File: src/rtl/color_pkg.sv
// color_pkg: shared color/filter/scale encodings and the emulated sensor's base half-period table
package color_pkg;
  localparam logic [2:0] COLOR_NONE = 3'd0;
  localparam logic [2:0] RED        = 3'd1;
  localparam logic [2:0] GREEN      = 3'd2;
  localparam logic [2:0] BLUE       = 3'd3;
  localparam logic [2:0] YELLOW     = 3'd4;
  localparam logic [2:0] CYAN       = 3'd5;
  localparam logic [2:0] MAGENTA    = 3'd6;
  localparam logic [2:0] WHITE      = 3'd7;
  localparam logic [1:0] FILTER_RED   = 2'b00;
  localparam logic [1:0] FILTER_BLUE  = 2'b01;
  localparam logic [1:0] FILTER_CLEAR = 2'b10;
  localparam logic [1:0] FILTER_GREEN = 2'b11;
  localparam logic [1:0] SCALE_OFF = 2'b00;
  localparam logic [1:0] SCALE_2   = 2'b01;
  localparam logic [1:0] SCALE_20  = 2'b10;
  localparam logic [1:0] SCALE_100 = 2'b11;
  localparam logic [5:0] MUL_2   = 6'd50;
  localparam logic [5:0] MUL_20  = 6'd5;
  localparam logic [5:0] MUL_100 = 6'd1;
  // rows: color code, columns: filter code (red, blue, clear, green)
  localparam logic [15:0] BASE_HALF [8][4] = '{
    '{16'd0,   16'd0,   16'd0,   16'd0},
    '{16'd100, 16'd20,  16'd120, 16'd25},
    '{16'd20,  16'd30,  16'd130, 16'd90},
    '{16'd15,  16'd80,  16'd110, 16'd30},
    '{16'd90,  16'd15,  16'd160, 16'd85},
    '{16'd20,  16'd70,  16'd150, 16'd75},
    '{16'd85,  16'd75,  16'd155, 16'd20},
    '{16'd95,  16'd90,  16'd180, 16'd92}
  };
  typedef enum logic [1:0] {ST_OFF, ST_SETTLE, ST_RUN} state_t;
  function automatic logic [21:0] half_period_of(input logic [2:0] color, input logic [1:0] filter,
                                                 input logic [1:0] scale);
    logic [15:0] base;
    logic [5:0] mul;
    base = BASE_HALF[color][filter] == 16'd0 ? 16'd1 : BASE_HALF[color][filter];
    mul = scale == SCALE_2 ? MUL_2 : scale == SCALE_20 ? MUL_20 : MUL_100;
    return {6'd0, base} * {16'd0, mul};
  endfunction
endpackage

File: src/rtl/period_gen.sv
// period_gen: reloadable half-period counter driving the square-wave toggle flop
module period_gen (
  input  logic        clk,
  input  logic        rst,
  input  logic        load,
  input  logic        enable,
  input  logic [21:0] half_period,
  output logic        out
);
  logic [21:0] cnt;
  always_ff @(posedge clk or negedge rst) begin
    if (!rst) begin
      cnt <= '0;
      out <= 1'b0;
    end else if (load) begin
      cnt <= half_period;
      out <= 1'b1;
    end else if (!enable) begin
      cnt <= '0;
      out <= 1'b0;
    end else if (cnt <= 22'd1) begin
      cnt <= half_period;
      out <= ~out;
    end else begin
      cnt <= cnt - 22'd1;
    end
  end
endmodule

File: src/rtl/tcs3200_emulator.sv
// tcs3200_emulator: TCS3200 color sensor model with OFF/SETTLE/RUN control and a color handshake
module tcs3200_emulator
  import color_pkg::*;
#(
  parameter int CLK_HZ        = 50_000_000,
  parameter int SETTLE_CYCLES = 1000
) (
  input  logic       clk,
  input  logic       rst,
  input  logic [1:0] s2_s3,
  input  logic [1:0] s0_s1,
  input  logic [2:0] color_in,
  input  logic       color_valid,
  output logic       color_ready,
  output logic       sensor_out,
  output logic       settling,
  output logic [2:0] cur_color
);
  localparam int SW = $clog2(SETTLE_CYCLES + 1);
  localparam logic [SW-1:0] SETTLE_LOAD = SW'(SETTLE_CYCLES - 1);
  if (SETTLE_CYCLES < 1 || CLK_HZ < 1) begin : g_bad_param
    $error("tcs3200_emulator: SETTLE_CYCLES and CLK_HZ must be positive");
  end
  state_t state, next_state;
  logic [1:0] s2_s3_q, s2_s3_p, s0_s1_q, s0_s1_p;
  logic [SW-1:0] settle_cnt;
  logic xfer, trig, restart;
  logic [21:0] half_period;
  always_comb begin
    xfer = color_valid && color_ready;
    trig = (s2_s3_q != s2_s3_p) || (s0_s1_q != s0_s1_p) || xfer;
    next_state = s0_s1_q == SCALE_OFF ? ST_OFF :
                 state == ST_OFF ? ST_SETTLE :
                 trig ? ST_SETTLE :
                 (state == ST_SETTLE && settle_cnt == '0) ? ST_RUN : state;
    restart = next_state == ST_SETTLE && (state != ST_SETTLE || trig);
    half_period = half_period_of(cur_color, s2_s3_q, s0_s1_q);
  end
  always_ff @(posedge clk or negedge rst) begin
    if (!rst) begin
      state       <= ST_OFF;
      s2_s3_q     <= '0;
      s2_s3_p     <= '0;
      s0_s1_q     <= '0;
      s0_s1_p     <= '0;
      settle_cnt  <= '0;
      settling    <= 1'b0;
      color_ready <= 1'b0;
      cur_color   <= COLOR_NONE;
    end else begin
      s2_s3_q     <= s2_s3;
      s2_s3_p     <= s2_s3_q;
      s0_s1_q     <= s0_s1;
      s0_s1_p     <= s0_s1_q;
      state       <= next_state;
      settling    <= next_state == ST_SETTLE;
      color_ready <= next_state != ST_SETTLE;
      settle_cnt  <= next_state != ST_SETTLE ? '0 : restart ? SETTLE_LOAD : settle_cnt - SW'(1);
      if (xfer) cur_color <= color_in;
    end
  end
  // half_period is sampled only at RUN entry and on each reload inside period_gen
  period_gen u_period_gen (
    .clk         (clk),
    .rst         (rst),
    .load        (state == ST_SETTLE && next_state == ST_RUN),
    .enable      (next_state == ST_RUN),
    .half_period (half_period),
    .out         (sensor_out)
  );
endmodule

File: config.mk
export PLATFORM = sky130hd
export DESIGN_NAME = tcs3200_emulator
export DESIGN_NICKNAME = d
export VERILOG_FILES = /design/src/rtl/color_pkg.sv /design/src/rtl/period_gen.sv /design/src/rtl/tcs3200_emulator.sv
export SDC_FILE = /design/constraint.sdc
export NUM_CORES = 1
export LEC_CHECK = 0
export ABC_AREA = 0
export BUFFER_PORTS_ARGS = -buffer_cell sky130_fd_sc_hd__buf_2
export CORE_MARGIN = 2
export CORE_UTILIZATION = 58
export DETAILED_ROUTE_END_ITERATION = 8
export GPL_ROUTABILITY_DRIVEN = 0
export PLACE_DENSITY = 0.75
export SLEW_MARGIN = 15
export SYNTH_ARGS = -nofsm -noshare
export SYNTH_HDL_FRONTEND = slang
export SYNTH_SLANG_ARGS = --single-unit
File: constraint.sdc
create_clock -name clk -period 14 [get_ports clk]
set_clock_uncertainty 0.15 [all_clocks]
set_input_delay 4.2 -clock clk [delete_from_list [all_inputs] [get_ports clk]]
set_output_delay 4.2 -clock clk [all_outputs]
set_load 0.03 [all_outputs]
* Yosys cells after proc, flatten, opt, wreduce, memory -nomap -nowiden
Memory sizes are Yosys's and may differ from the RTL's.
Cells that the tools add are included.
** Storage, ports and cells
- Bits in registers :: 48
- Memory bits (read-only) :: 512
- Input port bits :: 10
- Output and inout port bits :: 6
- Word-level logic and storage cells :: 62
- Memories kept :: 1
** Memory list
- (name not given) :: words 8, bits a word 64, read ports 1, clocked after Yosys merged registers in 0, write ports 0, line color_pkg.sv:38 : base = BASE_HALF[color][filter] == 16'd0 ? 16'd1 : BASE_HALF[color][filter];
** Operators by class
- $add $sub $neg :: 2
- Multiply operators :: 1
- $lt $le $gt $ge :: 3
- Eq/ne operators :: 10
- Mux-type cells :: 20
- Bitwise logic cells :: 3
- Reductions and logical operators :: 11
** Operators with widths (number)
- $mux 64 :: 2
- $mux 22 :: 3
- $mux 16 :: 3
- $bmux 16 s2 :: 1
- $le 22x1->1 const B :: 1
- $mul 16x6->22 :: 1
- $sub 22x1->22 const B :: 1
- $mux 10 :: 2
- $logic_not 16->1 :: 1
- $logic_not 10->1 :: 1
- $sub 10x1->10 const B :: 1
- $mux 2 :: 4
- $eq 2x1->1 const B :: 3
- $mux 6 :: 1
- $eq 2x2->1 const B :: 2
- $ge 4x4->1 const B :: 1
- $logic_and 1x1->1 :: 4
- $logic_not 2->1 :: 2
- $ne 2x1->1 const B :: 2
- $ne 2x2->1 :: 2
- $not 3->4 :: 1
- $ge 3x3->1 const B :: 1
- $logic_or 1x1->1 :: 3
- $mux 1 :: 3
- 4 further kinds :: 4

* Depth between registers and ports, before layout
- Depth after elaboration :: 13
- Mapped depth :: 23
- Depth with buffers taken out :: 23

* Cells and area by module
Synthesis repeated with hierarchy kept, for this count alone.
** Unflattened totals
- Cells, all modules :: 477
- Area, all modules :: 4332.9 um^2
** By module, submodules not included
- tcs3200_emulator :: instances 1, cells an instance 311, area each 2787.7 um^2, seq. area each 625.6 um^2
- period_gen :: instances 1, cells an instance 166, area each 1545.2 um^2, seq. area each 575.6 um^2

* Worst setup path before layout
No wires, ideal clock.
- Kind :: input-to-reg
- Start point :: input color_valid
- End point :: register u_period_gen.cnt[10]
- Arrival time :: 5.313 ns
- Setup slack :: 8.443 ns
- Stages on the path :: 6
- Cells stage by stage :: nand2_1 nand3_1 or3_1 buf_2 buf_2 a211oi_1
** Between the ends
- Longest elaborated chain between the ends :: 8
** RTL lines
- start: declaration :: line tcs3200_emulator.sv:13 : input logic color_valid,
- $logic_and 1x1->1 (*) :: line tcs3200_emulator.sv:30 : xfer = color_valid && color_ready;
- $logic_or 1x1->1 (*) :: line tcs3200_emulator.sv:31 : trig = (s2_s3_q != s2_s3_p) || (s0_s1_q != s0_s1_p) || xfer;
- $mux 2 (*) :: line tcs3200_emulator.sv:34 : trig ? ST_SETTLE :
- $mux 2 (*) :: line tcs3200_emulator.sv:33 : state == ST_OFF ? ST_SETTLE :
- $mux 2 (*) :: line tcs3200_emulator.sv:32 : next_state = s0_s1_q == SCALE_OFF ? ST_OFF :
- $eq 2x2->1 (*) :: line tcs3200_emulator.sv:66, tcs3200_emulator.sv:67
- $mux 22 / $logic_and 1x1->1 (equally long branches) :: line period_gen.sv:18, tcs3200_emulator.sv:66
- $mux 22 (*) :: line period_gen.sv:15 : end else if (load) begin
- end signal: assignment :: line period_gen.sv:16 : cnt <= half_period;
- end signal: assignment :: line period_gen.sv:22 : cnt <= half_period;
- end signal: assignment :: line period_gen.sv:25 : cnt <= cnt - 22'd1;
- end: declaration :: line period_gen.sv:10 : logic [21:0] cnt;
Every way passes the cells marked *; elsewhere a longest branch is shown, timed or not.
A chain may end at the register's enable or synchronous reset.

* Worst setup path after layout
- Start point :: register cur_color[2]
- End point :: register u_period_gen.cnt[12]
** Between the ends
- Longest elaborated chain between the ends :: 13
** RTL lines
- start: declaration :: line tcs3200_emulator.sv:17 : output logic [2:0] cur_color
- start signal: assignment :: line tcs3200_emulator.sv:59 : if (xfer) cur_color <= color_in;
- $not 3->4 (not written as such) (*) :: line color_pkg.sv:38
- $mem_v2 8x64 (*)
- $mux 64 (not written as such) (*) (2 in a row) :: line color_pkg.sv:38
- $bmux 16 s2 (*) :: line color_pkg.sv:38
- $mux 16 (not written as such) (*) (2 in a row) :: line color_pkg.sv:38
- $logic_not 16->1 :: line color_pkg.sv:38
- $mux 16 (*) :: line color_pkg.sv:38
- $mul 16x6->22 (*) :: line color_pkg.sv:40 : return {6'd0, base} * {16'd0, mul};
- $mux 22 :: line period_gen.sv:21 : end else if (cnt <= 22'd1) begin
- $mux 22 :: line period_gen.sv:18 : end else if (!enable) begin
- $mux 22 (*) :: line period_gen.sv:15
Every way passes the cells marked *; elsewhere a longest branch is shown, timed or not. The select of a mux whose other input is x is not followed.

==> results.md <==
* Switching power total at 0.150 mW
* Fin. Hold Viols at 0
* Max Cap Violations at 0
* Slowest CP cell: dfrtp_1
* CTS Buffer Depth at 2
* WS Path Type: reg2reg
* Core area at ~6900 um^2
* Total track usage at 0.213
* Leak at around 2.2 nW
* Worst Path Max Fanout at 26
* Slew Viols, Final at 0
* Crit start category: register
* Commonest cells in the netlist: inv_1 (50), nor2_1 (50), dfrtp_1 (48)
* RSZ-0062 raised after global routing: false
* Crit path cell chain: clkinv_1 -> ha_1 -> mux4_2 -> nand2b_1 -> fa_1 -> inv_1 -> fa_1 -> inv_1 -> fa_1 -> inv_1 -> ha_1 -> or3_1 -> or2_2 -> a31oi_1 -> xnor2_1 -> a211oi_1
* Reg power frac at 0.375
* Fin cells at approximately 560
* Hold buffer count at cts at 0
* Worst Hold Class: reg2reg
* Die Ht at a little under 90 um
* Setup TNS at 0 ns
* Worst VDD drop at 0.0000476 V
* Clk root buf: clkbuf_8
* Main flop type after synthesis: dfrtp_1
* Clk_lat worst skew at roughly 0.31 ns
* Via count at 3107
* Largest area contributor in the netlist: dfrtp_1
* Largest net degree at the start of global routing at 49
* Crit path DAT at approximately 5.9 ns
* Final layout net count at approximately 540
* Cells after Synth at approximately 460
* Clock network power share at 0.242
* # setup viols final at 0
* Die Width at ~89 um
* R2R Setup Slk at about 8.1 ns
* Count of cell types in the netlist at just under 60
* CTS tree: built
* I/O pin cnt at 16
* # placed instances at 555
* Syn. warnings at 0
* Setup slack after layout at a little over 8 ns
* DRT iter0 DRCs at 130
* Minimum clock period after layout at between 5 and 6 ns
* DRC violations left at 0
* Critical path capture point type: register
* Max stage delay on crit path at ~0.87 ns
* Routed wire length at a little under 8000 um
* Synthesized flop and latch total at 48
* Initial antenna violation count at 0
* Synth top area share at 0.289
* Area grow syn2layout at 6.36%
* Dpl hpwl at about 6000 um
* Placement Setup Slack at ~7.9 ns
* Pre-Repair DR Iteration Count at 4
* Via density per instance at approximately 5.5
* Tot Pwr at ~0.41 mW
* Mapped Area at 4150 um^2
* Comb power frac at 0.384
* Min Hold Slack at between 0.3 and 0.4 ns
* Floorplan row count at 30
* PD cells at approximately 94 nW/um^2
* Slew headroom at 0.418
* Avg WL per Cell at roughly 14 um
* Area contributors post-synth: dfrtp_1 (29%), ha_1 (13%), fa_1 (7.7%)
* Seq/Total Area, Yosys at 0.289
* CTS resizes at 0
* Vias in the first global route at a little under 3k
* Avg Cell Area, Syn at around 9.1 um^2
* IO buf count at 15
* Fill cells at slightly below 600
* Status: finished, final reports clean
* CTS Buf Count at 5
* Sw frac at 0.363
* Clk sink count at 48
* Ratio of cells with drive above 1 in the final layout at 0.0983
* Fin crit share at 0.419
* Final ANT Viol Nets at 0
* Post-CTS Setup Inserts at 0
* Synth async-reset ratio at 1.00
* Die area at between 7000 and 8000 um^2
* Grt ovf at 0
* Worst-path clk slew at 0.08 ns
* # H-tree levels at 2
* Starting density of the core at 0.604
* Worst-Margin Slew at ~0.87 ns
* Syn_nets at about 520
* Ant diodes at 0
* Crit path required time at between 10 and 15 ns
* Post-synth EDFFs at 0
* Pint at approximately 0.26 mW
* Global-route wire length before repair at ~13000 um
* FMAX at around 0.17 GHz
[cells in the final DEF, fill, tap and decap left out, types with 15 or more instances in the layout]
cell     instances
inv_1           50
a21oi_1         21
xnor2_1         20
fa_1            16
xor2_1          20
nor2_1          50
dfrtp_1         48
nand2_1         29
ha_1            42
nor3_1          15
buf_2           15
[layout make-up]
type	instances	area, um^2	share of cell area
clock buffers	5	68.8	0.0156
repair buffers	16	95.1	0.0215
multi-input cells	345	2690	0.609
inverters	51	191	0.0434
clock inverters	3	47.5	0.0108
flip-flops and latches	48	1200	0.272
well taps	96	120	0.0272
[layer usage]
layer,track usage,vias to the layer above,wire length [um]
li1,-,1571,-
met1,0.304,1493,3800
met2,0.342,35,3680
met3,0.0280,8,118
met4,0.0579,0,111
met5,0,-,0
[power groups by stage]
| stage | sequential (mW) | clock [mW] | combinational [mW] |
|---|---|---|---|
| 2_1_floorplan | 0.155 | 0 | 0.124 |
| 3_3_place_gp | 0.157 | 0 | 0.153 |
| 3_5_place_dp | 0.158 | 0 | 0.158 |
| 4_1_cts | 0.155 | 0.103 | 0.159 |
| 5_1_grt | 0.157 | 0.108 | 0.182 |
| 6_report | 0.155 | 0.100 | 0.159 |
[cell families (layout without fill, tap and decap cells)]
logic type      count (synthesis)  after routing  share of synthesized area
simple gates                  163            163                      0.205
compound gates                 74             74                      0.126
buf+inv                        63             75                     0.0624
fa+ha+maj                      58             58                      0.204
flops                          48             48                      0.289
xor+xnor                       40             40                     0.0844
mux                             9              9                     0.0286
other cells                     1              1                   0.000904
[worst max-delay path: cells and delay by family (launching register included)]
family / cells / cell delay (ns)
compound gates: 2 / 0.45
buf+inv: 4 / 0.55
simple gates: 3 / 0.91
flops: 1 / 0.87
mux: 1 / 0.50
fa+ha+maj: 5 / 2.22
xor+xnor: 1 / 0.13
[final timing paths]
check,cells after the start,end,startpoint
setup / recovery,16,u_period_gen.cnt[12]$_DFF_PN0_,cur_color[2]$_DFFE_PN0P_
hold / removal,0,s0_s1_p[1]$_DFF_PN0_,s0_s1_q[1]$_DFF_PN0_
setup reg to reg,16,u_period_gen.cnt[12]$_DFF_PN0_,cur_color[2]$_DFFE_PN0P_
hold reg to reg,0,s0_s1_p[1]$_DFF_PN0_,s0_s1_q[1]$_DFF_PN0_
max in group asynchronous,2,s2_s3_q[0]$_DFF_PN0_,rst
min in group asynchronous,1,u_period_gen.cnt[12]$_DFF_PN0_,rst
[sequential cells by signal (all words and copies together) (netlist names), 2 cells and up]
register	flops
s0_s1_q	2
settle_cnt	10
u_period_gen.cnt	22
s2_s3_p	2
s0_s1_p	2
state	2
cur_color	3
s2_s3_q	2
[metrics by stage]
step	cell area (um^2)	utilization
final	4410	0.643
after global routing	4410	0.643
after CTS	4390	0.640
after detailed placement	4280	0.623
after global placement	4280	0.623
after floorplan	4150	-
Power figures use the tool's default switching activity.
